[src/rtl/popcat_pkg.sv]
// popcat_pkg: shared state encoding and coordinate widths for the popcat sprite controller.
package popcat_pkg;

  typedef enum logic [1:0] {
    IDLE  = 2'd0,
    ARMED = 2'd1,
    OPEN  = 2'd2
  } pop_state_t;

  localparam int COM_XW = 11;
  localparam int COM_YW = 10;

endpackage

[src/rtl/pop_debounce.sv]
// pop_debounce: 2-FF synchronizer, counter-based debounce and a one-cycle pulse
// on each debounced rising edge of the pop button.
module pop_debounce #(
  parameter int DEBOUNCE_CYCLES = 742500
) (
  input  logic clk_pixel_in,
  input  logic rst_in,
  input  logic btn_in,
  output logic pop_req_out
);

  localparam int CW = $clog2(DEBOUNCE_CYCLES + 1);
  localparam logic [CW-1:0] CNT_LAST = CW'(DEBOUNCE_CYCLES - 1);

  logic          sync1_q, sync1_d;
  logic          sync2_q, sync2_d;
  logic [CW-1:0] cnt_q, cnt_d;
  logic          level_q, level_d;
  logic          pulse_q, pulse_d;

  // Level flips only after DEBOUNCE_CYCLES consecutive disagreeing samples; pulse marks 0->1 flips.
  always_comb begin
    sync1_d = btn_in;
    sync2_d = sync1_q;
    cnt_d   = '0;
    level_d = level_q;
    pulse_d = 1'b0;
    if (sync2_q != level_q) begin
      if (cnt_q == CNT_LAST) begin
        level_d = sync2_q;
        pulse_d = sync2_q;
      end else begin
        cnt_d = cnt_q + 1'b1;
      end
    end
  end

  // Register synchronizer, debounce state and the edge pulse.
  always_ff @(posedge clk_pixel_in) begin
    if (!rst_in) begin
      sync1_q <= 1'b0;
      sync2_q <= 1'b0;
      cnt_q   <= '0;
      level_q <= 1'b0;
      pulse_q <= 1'b0;
    end else begin
      sync1_q <= sync1_d;
      sync2_q <= sync2_d;
      cnt_q   <= cnt_d;
      level_q <= level_d;
      pulse_q <= pulse_d;
    end
  end

  assign pop_req_out = pulse_q;

endmodule

[src/rtl/pop_position_ctrl.sv]
// pop_position_ctrl: frame-synchronous pop controller for the two-frame popcat sprite.
// Optional macro POP_COUNTER_EN: when defined, pop_count_out is a registered
// 16-bit pop counter; otherwise the counter is omitted and the port reads zero.
module pop_position_ctrl
  import popcat_pkg::*;
#(
  parameter int DEBOUNCE_CYCLES = 742500,
  parameter int OPEN_FRAMES     = 8,
  parameter int SCREEN_W        = 1280,
  parameter int SCREEN_H        = 720,
  parameter int SPRITE_W        = 256,
  parameter int SPRITE_H        = 256
) (
  input  logic              clk_pixel_in,
  input  logic              rst_in,
  input  logic              btn_in,
  input  logic [15:0]       rand_in,
  input  logic              nf_in,
  output logic [COM_XW-1:0] x_com_out,
  output logic [COM_YW-1:0] y_com_out,
  output logic              open_out,
  output logic              busy_out,
  output logic [15:0]       pop_count_out
);

  localparam int FW = $clog2(OPEN_FRAMES + 1);
  localparam logic [FW-1:0]     FRAME_LAST = FW'(OPEN_FRAMES - 1);
  localparam logic [COM_XW-1:0] XS         = COM_XW'(SCREEN_W - SPRITE_W);
  localparam logic [COM_YW-1:0] YS         = COM_YW'(SCREEN_H - SPRITE_H);
  localparam logic [COM_XW-1:0] X_HALF     = COM_XW'(SPRITE_W / 2);
  localparam logic [COM_YW-1:0] Y_HALF     = COM_YW'(SPRITE_H / 2);
  localparam logic [COM_XW-1:0] X_RST      = COM_XW'(SCREEN_W / 2);
  localparam logic [COM_YW-1:0] Y_RST      = COM_YW'(SCREEN_H / 2);

  logic pop_req;

  pop_debounce #(
    .DEBOUNCE_CYCLES(DEBOUNCE_CYCLES)
  ) u_debounce (
    .clk_pixel_in(clk_pixel_in),
    .rst_in      (rst_in),
    .btn_in      (btn_in),
    .pop_req_out (pop_req)
  );

  pop_state_t        state_q, state_d;
  logic [COM_XW-1:0] x_q, x_d, cand_x_q, cand_x_d;
  logic [COM_YW-1:0] y_q, y_d, cand_y_q, cand_y_d;
  logic              open_q, open_d;
  logic [FW-1:0]     frame_q, frame_d;
  logic [COM_XW-1:0] xo;
  logic [COM_YW-1:0] yo;

  // Fold the random bits into the legal offset range and step through IDLE/ARMED/OPEN.
  always_comb begin
    xo = {1'b0, rand_in[15:6]};
    if (xo >= XS) xo = xo - XS;
    yo = {1'b0, rand_in[8:0]};
    if (yo >= YS) yo = yo - YS;

    state_d  = state_q;
    x_d      = x_q;
    y_d      = y_q;
    open_d   = open_q;
    frame_d  = frame_q;
    cand_x_d = cand_x_q;
    cand_y_d = cand_y_q;

    case (state_q)
      IDLE: begin
        // A frame pulse on the latch cycle is deliberately ignored here.
        if (pop_req) begin
          cand_x_d = X_HALF + xo;
          cand_y_d = Y_HALF + yo;
          state_d  = ARMED;
        end
      end
      ARMED: begin
        if (nf_in) begin
          x_d     = cand_x_q;
          y_d     = cand_y_q;
          open_d  = 1'b1;
          frame_d = '0;
          state_d = OPEN;
        end
      end
      OPEN: begin
        if (nf_in) begin
          if (frame_q == FRAME_LAST) begin
            open_d  = 1'b0;
            state_d = IDLE;
          end else begin
            frame_d = frame_q + 1'b1;
          end
        end
      end
      default: state_d = IDLE;
    endcase
  end

  // Single register stage for FSM state and all registered outputs.
  always_ff @(posedge clk_pixel_in) begin
    if (!rst_in) begin
      state_q  <= IDLE;
      x_q      <= X_RST;
      y_q      <= Y_RST;
      open_q   <= 1'b0;
      frame_q  <= '0;
      cand_x_q <= X_RST;
      cand_y_q <= Y_RST;
    end else begin
      state_q  <= state_d;
      x_q      <= x_d;
      y_q      <= y_d;
      open_q   <= open_d;
      frame_q  <= frame_d;
      cand_x_q <= cand_x_d;
      cand_y_q <= cand_y_d;
    end
  end

`ifdef POP_COUNTER_EN
  logic [15:0] count_q, count_d;

  // Count each pop as it becomes visible; wraps naturally at 16 bits.
  always_comb begin
    count_d = count_q;
    if ((state_q == ARMED) && nf_in) count_d = count_q + 16'd1;
  end

  // Pop counter register.
  always_ff @(posedge clk_pixel_in) begin
    if (!rst_in) count_q <= '0;
    else         count_q <= count_d;
  end

  assign pop_count_out = count_q;
`else
  assign pop_count_out = 16'h0000;
`endif

  assign x_com_out = x_q;
  assign y_com_out = y_q;
  assign open_out  = open_q;
  assign busy_out  = (state_q != IDLE);

endmodule
[config.mk]
export PLATFORM = sky130hd
export DESIGN_NAME = pop_position_ctrl
export DESIGN_NICKNAME = d
export VERILOG_FILES = /design/src/rtl/popcat_pkg.sv /design/src/rtl/pop_debounce.sv /design/src/rtl/pop_position_ctrl.sv
export SDC_FILE = /design/constraint.sdc
export NUM_CORES = 1
export LEC_CHECK = 0
export ABC_AREA = 1
export CAP_MARGIN = 15
export CORE_MARGIN = 2
export CORE_UTILIZATION = 52
export CTS_CLUSTER_DIAMETER = 150
export DETAILED_ROUTE_END_ITERATION = 8
export PLACE_DENSITY = 0.79
export SYNTH_ARGS = -nofsm -noshare
export SYNTH_HDL_FRONTEND = slang
export SYNTH_SLANG_ARGS = --single-unit
[constraint.sdc]
create_clock -name clk_pixel_in -period 1.9 [get_ports clk_pixel_in]
set_input_delay 0.38 -clock clk_pixel_in [delete_from_list [all_inputs] [get_ports clk_pixel_in]]
set_output_delay 0.38 -clock clk_pixel_in [all_outputs]
set_load 0.1 [all_outputs]
==> results.sh <==
export IMPL_status="finished, final reports clean"
export IMPL_max_cap_viols=0
export IMPL_final_layout_size_suffix_gt1_frac=0.157
export IMPL_grt_remaining_overflow=0
export IMPL_crit_required_ns=2.14
export IMPL_number_of_storage_elements_in_the_synthesis_netlist=73
export IMPL_worst_path_cell_with_the_longest_stage_delay="sky130_fd_sc_hd__clkdlybuf4s50_1"
export IMPL_wl_per_cell_um=12.0
export IMPL_place_gp_congestion=0.979
export IMPL_ff2ff_path_depth=8
export IMPL_cts_num_sinks=73
export IMPL_post_cts_buffers=0
export IMPL_design_die_area_um2=6980
export IMPL_post_layout_minimum_cycle_time_ns=1.75
export IMPL_r2r_slack_ns=0.39
export IMPL_totalWireLength_mm=7.00
export IMPL_finalHoldViolCount=0
export IMPL_post_route_worst_setup_slack_ns=0.154
export IMPL_critPathTopFamily="buffers and inverters"
export IMPL_grt_first_pass_wirelength_mm=11.9
export IMPL_regToRegEndpoint="u_debounce.cnt_q[16]"
export IMPL_die_w_um=83.5
export IMPL_cts_hold_repair_buffers=0
export IMPL_num_nets_final=530
export IMPL_first_pass_iters=4
export IMPL_hold_start="u_debounce.sync1_q"
export IMPL_drt_via_density=4.97
export IMPL_number_of_antenna_violations_at_the_first_check_in_global_routing=0
export IMPL_placement_setup_worst_slack_ns=-0.319
export IMPL_post_synth_inst_count=448
export IMPL_synthesis_yosys_warnings=0
export IMPL_drt_initial_drc_count=244
export IMPL_synth_lib_cells_used_distinct=36
export IMPL_finalCoreUtilization=0.660
export IMPL_worst_path_largest_cell_delay_ns=0.48
export IMPL_floorplan_initialDensity=0.546
export IMPL_drc=0
export IMPL_cp_depth=14
export IMPL_tritoncts="done"
export IMPL_hold_depth=2
export IMPL_period_share=0.919
export IMPL_cellLeakagePower_nw=1.57
export IMPL_cts_root_buf="sky130_fd_sc_hd__clkbuf_8"
export IMPL_numCtsBuffers=9
export IMPL_seq_area_frac_synth=0.444
export IMPL_slew_viol_final=0
export IMPL_crit_path_end_kind="flip-flop"
export IMPL_dp_hpwl_mm=4.97
export IMPL_hold_path_end="u_debounce.sync2_q"
export IMPL_powerDensity_nw_per_um2=790
export IMPL_clk_path_buf_depth=2
export IMPL_setup_tns_ns=0
export IMPL_path_clk_slew_ns=0.07
export IMPL_num_io_pins=59
export IMPL_count_of_instances_resized_after_the_clock_tree_is_built=0
export IMPL_drt_antenna_violating_nets=0
export IMPL_cts_htree_levels=3
export IMPL_finalPower_mw=3.14
export IMPL_final_setup_skew_ns=0.0114
export IMPL_grt_start_max_net_pins=26
export IMPL_rsz0062_at_grt="false"
export IMPL_die_h_um=83.5
export IMPL_highest_clock_rate_mhz=573
export IMPL_fin_hold_ws_ns=0.416
export IMPL_mostFrequentLayoutCell="sky130_fd_sc_hd__nand2_1"
export IMPL_largest_fanout_of_any_net_on_the_critical_path=2
export IMPL_first_global_vias=2646
export IMPL_reg_to_reg_startpoint="u_debounce.cnt_q[0]"
export IMPL_clock_insertion_delay_at_the_later_pin_of_the_skew_report_ns=0.34
export IMPL_port_buffers=42
export IMPL_synth_area_um2=3290
export IMPL_vdd_ir_drop_worst_v=0.000470
export IMPL_synthToLayoutAreaGrowth_pct=20.9
export IMPL_critPathArrivalTime_ns=1.98
export IMPL_timing_critical_path_from_type="primary input"
export IMPL_timing_final_setup_violations=0
export IMPL_vias=2903
export IMPL_critPathMostFrequentCell="sky130_fd_sc_hd__nand2_1"
export IMPL_cp_startpoint="rand_in[5]"
export IMPL_grtUsageTotal=0.210
export IMPL_syn_avg_cell_area_um2=7.34
export IMPL_core_region_area_um2=6030
export IMPL_hold_path_class="reg -> reg"
export IMPL_antenna_cells_inserted=0
export IMPL_top_library_cells_by_usage_in_the_layout_fill_and_taps_aside="108 x sky130_fd_sc_hd__nand2_1, 73 x sky130_fd_sc_hd__dfxtp_1, 53 x sky130_fd_sc_hd__nor2_1"
export IMPL_critical_path_buf_inv_count=3
export IMPL_critical_path_class="in -> reg"
export IMPL_timing_critical_path_cells="clkdlybuf4s50_1, inv_1, ha_1, nand2_1, nor2_1, nand2_1, nand2_1, a21boi_2, ha_1, inv_1, nand3_1, nand2_1, nor2_1, nor2_1"
export IMPL_floorplan_rows=28
-- tightest hold or removal path, delay by kind of cell (launching register included) --
family        cells  cell delay [ns]
simple gates      1             0.04
buf+inv           1             0.04
flops             1             0.31
-- how the worst max path moves through the flow --
stage / slack (ns) / end
floorplan: 0.30 / cand_y_q[9]
global route: 0.02 / cand_y_q[9]
CTS: 0.04 / cand_y_q[9]
global placement: -0.21 / cand_y_q[9]
detailed placement: -0.32 / cand_y_q[9]
finish: 0.15 / cand_y_q[9]
-- state kept, by name (all words and copies together), names as in the netlist --
name / cells
open_out: 1
frame_q: 4
cand_x_q: 11
state_q: 2
y_com_out: 10
cand_y_q: 10
u_debounce.sync1_q: 1
x_com_out: 11
u_debounce.sync2_q: 1
u_debounce.cnt_q: 20
u_debounce.level_q: 1
u_debounce.pop_req_out: 1
-- where the power goes --
group,internal (mW),switching [mW],total [mW]
Sequential,1.53,0.00160,1.53
Clock,0.774,0.565,1.34
Combinational,0.0691,0.200,0.269
Total,2.37,0.767,3.14
-- per-stage QoR --
stage,instance area (um2),instances
global route,3980,584
floorplan,3350,463
detailed placement,3750,568
finish,3980,584
global placement,3750,568
CTS,3970,584
-- layout make-up --
cell class / instances / area, um2
Clock inverter: 5 / 78.8
Inverter: 43 / 161
Multi-Input combinational cell: 318 / 1540
Tap cell: 75 / 93.8
Fill cell: 519 / 2050
Clock buffer: 11 / 141
Timing Repair Buffer: 59 / 503
Sequential cell: 73 / 1460
-- synth_stat cells (all sizes together) --
library cell / instances / area share
a21boi: 1 / 0.0023
a21oi: 43 / 0.070
a31oi: 1 / 0.0019
buf: 25 / 0.053
clkbuf: 4 / 0.0046
clkinv: 1 / 0.0011
conb: 1 / 0.0011
dfxtp: 73 / 0.44
ha: 6 / 0.023
inv: 42 / 0.048
nand2: 113 / 0.13
nand3: 25 / 0.040
nand3b: 1 / 0.0023
nand4: 7 / 0.013
nor2: 62 / 0.081
nor3: 8 / 0.014
o211ai: 2 / 0.0046
o21a: 1 / 0.0023
o21ai: 20 / 0.030
or2: 3 / 0.0057
xnor2: 5 / 0.013
xor2: 4 / 0.011
-- routing by layer --
layer / GRT usage / share of wire / vias up
met5: 0 / 0 / -
met4: 0.0733 / 0.017 / 0
met3: 0.0485 / 0.052 / 11
met2: 0.338 / 0.47 / 77
met1: 0.278 / 0.47 / 1304
li1: - / - / 1511
-- kinds of logic (layout without fill, tap and decap cells) --
family	Yosys count	in the layout	synth area share
and+or+nand+nor	219	219	0.289
DFF	73	73	0.444
buffers and inverters	72	118	0.107
AOI/OAI and AO/OA	68	68	0.111
xor gates and xnor gates	9	9	0.0240
adders and majority gates	6	6	0.0228
other	1	16	0.00114
Note: power is estimated with default switching activity, not from simulation.
